**src/rtl/rc4_pkg.sv**
```systemverilog
// -----------------------------------------------------------------------------
// rc4_pkg
// Shared types and constants for the RC4 key-search controller.
//   state_e        : sequencer states (also exported on the debug state port)
//   s_sel_e        : S-memory port owner select
//   ASCII_LO/HI/SP : bounds of the accepted plaintext alphabet
//   is_plain_char  : 1 when a decrypted byte is lowercase a..z or space
// -----------------------------------------------------------------------------
package rc4_pkg;

  localparam int KEY_WIDTH_DEF = 24;

  localparam logic [7:0] ASCII_LO = 8'd97;   // 'a'
  localparam logic [7:0] ASCII_HI = 8'd122;  // 'z'
  localparam logic [7:0] ASCII_SP = 8'd32;   // ' '

  typedef enum logic [2:0] {
    ST_IDLE     = 3'd0,
    ST_ARM      = 3'd1,
    ST_INIT     = 3'd2,
    ST_KSA      = 3'd3,
    ST_PRGA     = 3'd4,
    ST_NEXT_KEY = 3'd5,
    ST_FOUND    = 3'd6,
    ST_FAIL     = 3'd7
  } state_e;

  typedef enum logic [1:0] {
    SEL_NONE = 2'd0,
    SEL_INIT = 2'd1,
    SEL_KSA  = 2'd2,
    SEL_PRGA = 2'd3
  } s_sel_e;

  function automatic logic is_plain_char(input logic [7:0] c);
    return ((c >= ASCII_LO) && (c <= ASCII_HI)) || (c == ASCII_SP);
  endfunction

endpackage

```
**src/rtl/s_mem_mux.sv**
```systemverilog
// -----------------------------------------------------------------------------
// s_mem_mux
// Combinational 3-to-1 mux onto the single S-memory port. Only the engine
// named by sel reaches the RAM; SEL_NONE parks the port (no write, addr/data 0),
// so stray write enables from idle engines never corrupt S.
// Ports:
//   sel                      : owner select from the sequencer
//   init_/ksa_/prga_addr     : engine S addresses (8b)
//   init_/ksa_/prga_wrdata   : engine S write data (8b)
//   init_/ksa_/prga_wren     : engine S write enables
//   s_addr, s_wrdata, s_wren : to S RAM
// -----------------------------------------------------------------------------
module s_mem_mux
  import rc4_pkg::*;
(
  input  s_sel_e     sel,
  input  logic [7:0] init_addr,
  input  logic [7:0] init_wrdata,
  input  logic       init_wren,
  input  logic [7:0] ksa_addr,
  input  logic [7:0] ksa_wrdata,
  input  logic       ksa_wren,
  input  logic [7:0] prga_addr,
  input  logic [7:0] prga_wrdata,
  input  logic       prga_wren,
  output logic [7:0] s_addr,
  output logic [7:0] s_wrdata,
  output logic       s_wren
);

  always_comb begin
    s_addr   = 8'd0;
    s_wrdata = 8'd0;
    s_wren   = 1'b0;
    case (sel)
      SEL_INIT: begin
        s_addr   = init_addr;
        s_wrdata = init_wrdata;
        s_wren   = init_wren;
      end
      SEL_KSA: begin
        s_addr   = ksa_addr;
        s_wrdata = ksa_wrdata;
        s_wren   = ksa_wren;
      end
      SEL_PRGA: begin
        s_addr   = prga_addr;
        s_wrdata = prga_wrdata;
        s_wren   = prga_wren;
      end
      default: begin
        s_addr   = 8'd0;
        s_wrdata = 8'd0;
        s_wren   = 1'b0;
      end
    endcase
  end

endmodule

```
**src/rtl/rc4_key_search_ctrl.sv**
```systemverilog
// -----------------------------------------------------------------------------
// rc4_key_search_ctrl
// Sequencer for the RC4 key search. For every candidate key it re-arms the
// three phase engines, then runs S-init, KSA and PRGA in order, owning the
// single S-memory port. Decrypted bytes are watched during PRGA; the first
// byte outside {a..z, space} rejects the key. Search ends on a passing key
// (FOUND) or after KEY_LAST has been rejected (FAIL).
//
// Engine protocol: *_start is a level enable held for the whole phase; the
// engine raises *_done (level) when finished and keeps it until re-armed
// through phase_rst_n. A phase advances on the first cycle its done is
// sampled high. dec_wren qualifies dec_wrdata: one byte per cycle it is high.
//
// Ports:
//   clk, reset                : clock, async active-low reset
//   start                     : pulse; begins a search at key 0 (ignored while busy)
//   busy, done_flag, found    : search status (registered)
//   key                       : current/final candidate key (registered)
//   phase_rst_n               : engine re-arm, low in ARM and while reset is low
//   init_/ksa_/prga_start     : phase enables (registered)
//   init_/ksa_/prga_done      : phase done flags
//   init_/ksa_/prga_addr/wrdata/wren : engine S-port requests
//   s_addr, s_wrdata, s_wren  : S RAM port
//   dec_wren, dec_wrdata      : monitored PRGA plaintext writes
//   dbg_state                 : current sequencer state
// -----------------------------------------------------------------------------
module rc4_key_search_ctrl
  import rc4_pkg::*;
#(
  parameter int                   KEY_WIDTH  = KEY_WIDTH_DEF,
  parameter logic [KEY_WIDTH-1:0] KEY_LAST   = KEY_WIDTH'(24'h3FFFFF),
  parameter int                   RST_CYCLES = 2
) (
  input  logic                 clk,
  input  logic                 reset,
  input  logic                 start,
  output logic                 busy,
  output logic                 done_flag,
  output logic                 found,
  output logic [KEY_WIDTH-1:0] key,
  output logic                 phase_rst_n,
  output logic                 init_start,
  output logic                 ksa_start,
  output logic                 prga_start,
  input  logic                 init_done,
  input  logic                 ksa_done,
  input  logic                 prga_done,
  input  logic [7:0]           init_addr,
  input  logic [7:0]           ksa_addr,
  input  logic [7:0]           prga_addr,
  input  logic [7:0]           init_wrdata,
  input  logic [7:0]           ksa_wrdata,
  input  logic [7:0]           prga_wrdata,
  input  logic                 init_wren,
  input  logic                 ksa_wren,
  input  logic                 prga_wren,
  output logic [7:0]           s_addr,
  output logic [7:0]           s_wrdata,
  output logic                 s_wren,
  input  logic                 dec_wren,
  input  logic [7:0]           dec_wrdata,
  output state_e               dbg_state
);

  localparam logic [3:0] ARM_LAST = 4'(RST_CYCLES - 1);

  state_e                 state_q, state_d;
  logic [KEY_WIDTH-1:0]   key_q, key_d;
  logic [3:0]             arm_cnt_q, arm_cnt_d;
  logic                   busy_q, done_q, found_q;
  logic                   init_start_q, ksa_start_q, prga_start_q;
  logic                   byte_bad;
  s_sel_e                 sel;

  assign byte_bad = dec_wren && !is_plain_char(dec_wrdata);

  // Next-state logic.
  always_comb begin
    state_d   = state_q;
    key_d     = key_q;
    arm_cnt_d = arm_cnt_q;
    case (state_q)
      ST_IDLE, ST_FOUND, ST_FAIL: begin
        if (start) begin
          state_d   = ST_ARM;
          key_d     = '0;
          arm_cnt_d = '0;
        end
      end
      ST_ARM: begin
        if (arm_cnt_q == ARM_LAST) begin
          state_d   = ST_INIT;
          arm_cnt_d = '0;
        end else begin
          arm_cnt_d = arm_cnt_q + 4'd1;
        end
      end
      ST_INIT: if (init_done) state_d = ST_KSA;
      ST_KSA:  if (ksa_done)  state_d = ST_PRGA;
      ST_PRGA: begin
        // A bad byte in the same cycle as prga_done still rejects the key.
        if (byte_bad)       state_d = ST_NEXT_KEY;
        else if (prga_done) state_d = ST_FOUND;
      end
      ST_NEXT_KEY: begin
        if (key_q == KEY_LAST) begin
          state_d = ST_FAIL;
        end else begin
          state_d   = ST_ARM;
          key_d     = key_q + KEY_WIDTH'(1);
          arm_cnt_d = '0;
        end
      end
      default: state_d = ST_IDLE;
    endcase
  end

  // Status and enables are registered from the next state so they line up
  // with the state they belong to.
  always_ff @(posedge clk or negedge reset) begin
    if (!reset) begin
      state_q      <= ST_IDLE;
      key_q        <= '0;
      arm_cnt_q    <= '0;
      busy_q       <= 1'b0;
      done_q       <= 1'b0;
      found_q      <= 1'b0;
      init_start_q <= 1'b0;
      ksa_start_q  <= 1'b0;
      prga_start_q <= 1'b0;
    end else begin
      state_q      <= state_d;
      key_q        <= key_d;
      arm_cnt_q    <= arm_cnt_d;
      busy_q       <= (state_d == ST_ARM) || (state_d == ST_INIT) || (state_d == ST_KSA) ||
                      (state_d == ST_PRGA) || (state_d == ST_NEXT_KEY);
      done_q       <= (state_d == ST_FOUND) || (state_d == ST_FAIL);
      found_q      <= (state_d == ST_FOUND);
      init_start_q <= (state_d == ST_INIT);
      ksa_start_q  <= (state_d == ST_KSA);
      prga_start_q <= (state_d == ST_PRGA);
    end
  end

  always_comb begin
    sel = SEL_NONE;
    case (state_q)
      ST_INIT: sel = SEL_INIT;
      ST_KSA:  sel = SEL_KSA;
      ST_PRGA: sel = SEL_PRGA;
      default: sel = SEL_NONE;
    endcase
  end

  s_mem_mux u_s_mem_mux (
    .sel         (sel),
    .init_addr   (init_addr),
    .init_wrdata (init_wrdata),
    .init_wren   (init_wren),
    .ksa_addr    (ksa_addr),
    .ksa_wrdata  (ksa_wrdata),
    .ksa_wren    (ksa_wren),
    .prga_addr   (prga_addr),
    .prga_wrdata (prga_wrdata),
    .prga_wren   (prga_wren),
    .s_addr      (s_addr),
    .s_wrdata    (s_wrdata),
    .s_wren      (s_wren)
  );

  // Combinational so engines drop into reset together with the chip reset.
  assign phase_rst_n = reset && (state_q != ST_ARM);

  assign busy       = busy_q;
  assign done_flag  = done_q;
  assign found      = found_q;
  assign key        = key_q;
  assign init_start = init_start_q;
  assign ksa_start  = ksa_start_q;
  assign prga_start = prga_start_q;
  assign dbg_state  = state_q;

endmodule

```
**config.mk**
```make
export PLATFORM = sky130hd
export DESIGN_NAME = rc4_key_search_ctrl
export DESIGN_NICKNAME = d
export VERILOG_FILES = /design/src/rtl/rc4_pkg.sv /design/src/rtl/s_mem_mux.sv /design/src/rtl/rc4_key_search_ctrl.sv
export SDC_FILE = /design/constraint.sdc
export NUM_CORES = 1
export LEC_CHECK = 0
export CORE_ASPECT_RATIO = 1.1
export CORE_MARGIN = 2
export CORE_UTILIZATION = 38
export CTS_CLUSTER_DIAMETER = 200
export CTS_CLUSTER_SIZE = 25
export DETAILED_ROUTE_END_ITERATION = 10
export GPL_ROUTABILITY_DRIVEN = 0
export PLACE_DENSITY = 0.78
export SETUP_SLACK_MARGIN = 0.05
export SYNTH_ARGS = -nofsm -noshare
export SYNTH_HDL_FRONTEND = slang
export SYNTH_SLANG_ARGS = --single-unit
```
**constraint.sdc**
```tcl
create_clock -name clk -period 1.75 [get_ports clk]
set_clock_uncertainty 0.1 [all_clocks]
set_input_delay 0.525 -clock clk [delete_from_list [all_inputs] [get_ports clk]]
set_output_delay 0.525 -clock clk [all_outputs]
set_load 0.01 [all_outputs]
```
==> reports/qor.json, run 1 <==
{
  "design.portCount": {"value": 117},
  "slew_headroom": {"value": 0.608},
  "arithmetic_cell_share_of_the_synthesized_area_counting_full_adders_half_adders_and_majority_gates": {"value": 0.0151},
  "async_sr_flop_fraction": {"value": 1.00},
  "setup.worst_path.start_class": {"value": "primary input"},
  "mux_share_of_post_synthesis_cell_area": {"value": 0.0847},
  "worst_pin_slew": {"value": 0.582, "unit": "ns"},
  "timing.critical_path.to_type": {"value": "flip-flop"},
  "grt_overflow_total": {"value": 0},
  "pin_count_of_the_biggest_net_entering_global_routing": {"value": 38},
  "timing.hold.worst.class": {"value": "in -> async"},
  "min_period_over_period": {"value": 1.30},
  "grt_setup_unrepaired": {"value": "true"},
  "netlist.top_cell.by_area": {"value": "sky130_fd_sc_hd__dfrtp_1"},
  "num_rows": {"value": 30},
  "synth_area": {"value": 2480, "unit": "µm²"},
  "report.final.slew_viol_count": {"value": 0},
  "maxCapViolations": {"value": 0},
  "clkLatencyLatePin": {"value": 0.31, "unit": "ns"},
  "cts_max_level": {"value": 2},
  "cts_made_buffers": {"value": 5},
  "gr-usage-all-layers": {"value": 0.269},
  "wl": {"value": 10400, "unit": "µm"},
  "synth_largest_type_area_fraction": {"value": 0.373},
  "hold_buffers": {"value": 0},
  "final_net_count": {"value": 557},
  "yosys_warnings": {"value": 0},
  "yosys_most_used_dff": {"value": "sky130_fd_sc_hd__dfrtp_1"},
  "die_area": {"value": 7200, "unit": "µm²"},
  "clock.fmax": {"value": 441, "unit": "MHz"},
  "cts-root-to-sink-buffers": {"value": 2},
  "synth_edf_count": {"value": 0},
  "synthCells": {"value": 280},
  "tritoncts": {"value": "yes"},
  "outcome": {"value": "finished, violations left"},
  "synth_top_cells_by_count": {"value": "sky130_fd_sc_hd__dfrtp_1, sky130_fd_sc_hd__o21ai_0, sky130_fd_sc_hd__nand2_1, sky130_fd_sc_hd__mux2i_1, sky130_fd_sc_hd__a21oi_1"},
  "most_repeated_cell_in_the_gate_level_netlist_after_synthesis": {"value": "sky130_fd_sc_hd__dfrtp_1"},
  "first_global_vias": {"value": 3270},
  "x_dimension_of_the_die": {"value": 81.1, "unit": "µm"},
  "flow.area_growth_from_synthesis": {"value": 103, "unit": "%"},
  "syn_avg_cell_area": {"value": 8.87, "unit": "µm²"},
  "synth_top_family_by_area": {"value": "simple AND/OR/NAND/NOR gates"},
  "post_synth_and_or_nand_nor_area_fraction": {"value": 0.269},
  "die_height": {"value": 88.8, "unit": "µm"},
  "post_route_cells_drive_above_1_share": {"value": 0.519},
  "overall_power": {"value": 5.45, "unit": "mW"},
  "detailed_place_hpwl": {"value": 5990, "unit": "µm"},
  "hold_slack": {"value": 0.423, "unit": "ns"},
  "power.density": {"value": 1080, "unit": "nW/µm²"},
  "drt_first_iter_violations": {"value": 169},
  "path_max_fanout": {"value": 5},
  "timing.setup.critical_path_class": {"value": "in -> reg"},
  "yosysSeqAreaShare": {"value": 0.373},
  "antenna_found_initial": {"value": 0},
  "worst-endpoint-arrival": {"value": 2.36, "unit": "ns"},
  "placeableCoreArea": {"value": 6230, "unit": "µm²"},
  "wl_per_cell": {"value": 18.3, "unit": "µm"},
  "synthXorXnorAreaFrac": {"value": 0.0318},
  "drc_errors": {"value": 0},
  "synthDistinctLibCells": {"value": 54},
  "clk_root_buf": {"value": "sky130_fd_sc_hd__clkbuf_8"},
  "place.port_buffers": {"value": 116},
  "required": {"value": 1.84, "unit": "ns"},
  "finalHoldViolations": {"value": 0},
  "final.setup.worst_slack": {"value": -0.517, "unit": "ns"},
  "synth_nets": {"value": 349},
  "period_needed": {"value": 2.27, "unit": "ns"},
  "n_antenna_cell": {"value": 0},
  "cts.reportedPaths.clkPinSlew": {"value": 0.08, "unit": "ns"},
  "synth-compound-area-share": {"value": 0.191},
  "ant_nets": {"value": 0},
  "tritoncts_num_sinks": {"value": 37},
  "synth_seq_cells": {"value": 37},
  "peakVddDrop": {"value": 678, "unit": "µV"},
  "dr_total_vias": {"value": 3214},
  "violations_in_the_final_reports": {"value": "setup timing"},
  "setup-violations-final": {"value": 54},
  "grt_pass1_wl": {"value": 15000, "unit": "µm"},
  "leakage": {"value": 2.33, "unit": "nW"},
  "netlist_top_cells_area": {"value": "sky130_fd_sc_hd__dfrtp_1, sky130_fd_sc_hd__mux2i_1, sky130_fd_sc_hd__o21ai_0"},
  "effective_utilization_at_floorplan": {"value": 0.398},
  "vias_per_cell": {"value": 5.65},
  "detail_route.first_pass.iterations": {"value": 5}
}
==> per-stage QoR <==
step	area, µm²	TNS, ns	setup slack [ns]	utilization	std cells
2_1_floorplan	2670	-0.451	-0.0357	-	280
3_3_place_gp	4330	-19.40	-0.819	0.694	525
3_5_place_dp	4330	-20.29	-0.811	0.694	525
4_1_cts	4860	-13.46	-0.394	0.780	564
5_1_grt	5040	-18.18	-0.588	0.808	569
6_report	5040	-15.36	-0.517	0.808	569
==> critical path: stages <==
cell                              delay, ns
sky130_fd_sc_hd__clkdlybuf4s50_1       0.50
sky130_fd_sc_hd__nand4bb_1             0.14
sky130_fd_sc_hd__mux2i_1               0.11
sky130_fd_sc_hd__nor4_1                0.55
sky130_fd_sc_hd__a211o_1               0.32
sky130_fd_sc_hd__buf_4                 0.16
sky130_fd_sc_hd__a21oi_2               0.05
==> layer usage <==
layer  vias to the layer above  wire length, µm  GRT usage
met2                       163             5460      0.515
li1                       1467                -          -
met4                         0              408      0.111
met3                        35              853     0.0714
met5                         -                0          0
met1                      1549             3680      0.273
==> cell families (layout without fill, tap and decap cells) <==
| kind of cell | count (synthesis) | count (layout) |
|---|---|---|
| AND/OR/NAND/NOR | 112 | 112 |
| AO/OA/AOI/OAI | 79 | 80 |
| flip-flops | 37 | 37 |
| multiplexers | 21 | 21 |
| buffers and inverters | 19 | 227 |
| XOR/XNOR | 9 | 9 |
| adder cells (fa/ha/maj) | 3 | 3 |
==> report_power, final <==
group | switching, mW | total [mW] | internal [mW]
Sequential | 0.0951 | 1.07 | 0.970
Clock | 0.328 | 0.604 | 0.276
Combinational | 1.81 | 3.78 | 1.97
Total | 2.23 | 5.45 | 3.21
==> sequential cells by signal (all words and copies together), names as in the netlist <==
name	cells
busy	1
dbg_state	3
ksa_start	1
arm_cnt_q	4
done_flag	1
key	24
found	1
init_start	1
prga_start	1
==> cell type report <==
| class | instances | area [µm²] |
|---|---|---|
| multi-input combinational | 225 | 1980 |
| timing repair buffer | 213 | 1910 |
| fill | 391 | 1190 |
| sequential | 37 | 937 |
| tap | 80 | 100 |
| clock buffer | 6 | 72.6 |
| inverter | 6 | 22.5 |
| clock inverter | 2 | 10.0 |
==> cells in the final DEF, fill, tap and decap left out, drive strengths merged, types with 7 or more instances in the layout <==
master	instances
a21oi	18
buf	120
clkbuf	20
clkdlybuf4s50	60
dfrtp	37
dlygate4sd2	15
mux2i	21
nand2	29
nand3	15
nand4	8
nor2	12
o21ai	35
or3	7
==> repair_timing <==
action                     4_1_cts  5_1_grt
gates resized for setup        212       74
pin swaps                       30       10
cloned                           4        0
setup endpoints to repair       85       74
buffers inserted                27        5
==> path summary, 6_finish.rpt <==
kind / from / endpoint / slack (ns) / cells after the start
max: dec_wrdata[2] / busy / -0.52 / 7
min: reset / busy / 0.42 / 2
max reg2reg: dbg_state[0] / busy / -0.46 / 8
min reg2reg: arm_cnt_q[0] / arm_cnt_q[0] / 0.51 / 2
max in group asynchronous: reset / key[5] / 0.76 / 2
min in group clk: arm_cnt_q[0] / arm_cnt_q[0] / 0.51 / 2
No activity file was read; power rests on OpenSTA's default activity.
==> inputs of run 2 (changes only) <==
Settings changed: CAP_MARGIN set to 20.
==> results of run 2 <==
The final DEF is identical to that of run 1; final timing and power are the same.
==> inputs of run 3 (changes only) <==
Settings changed: CAP_MARGIN 20 to unset.
==> results of run 3 <==
The final DEF is identical to that of run 1; final timing and power are the same.
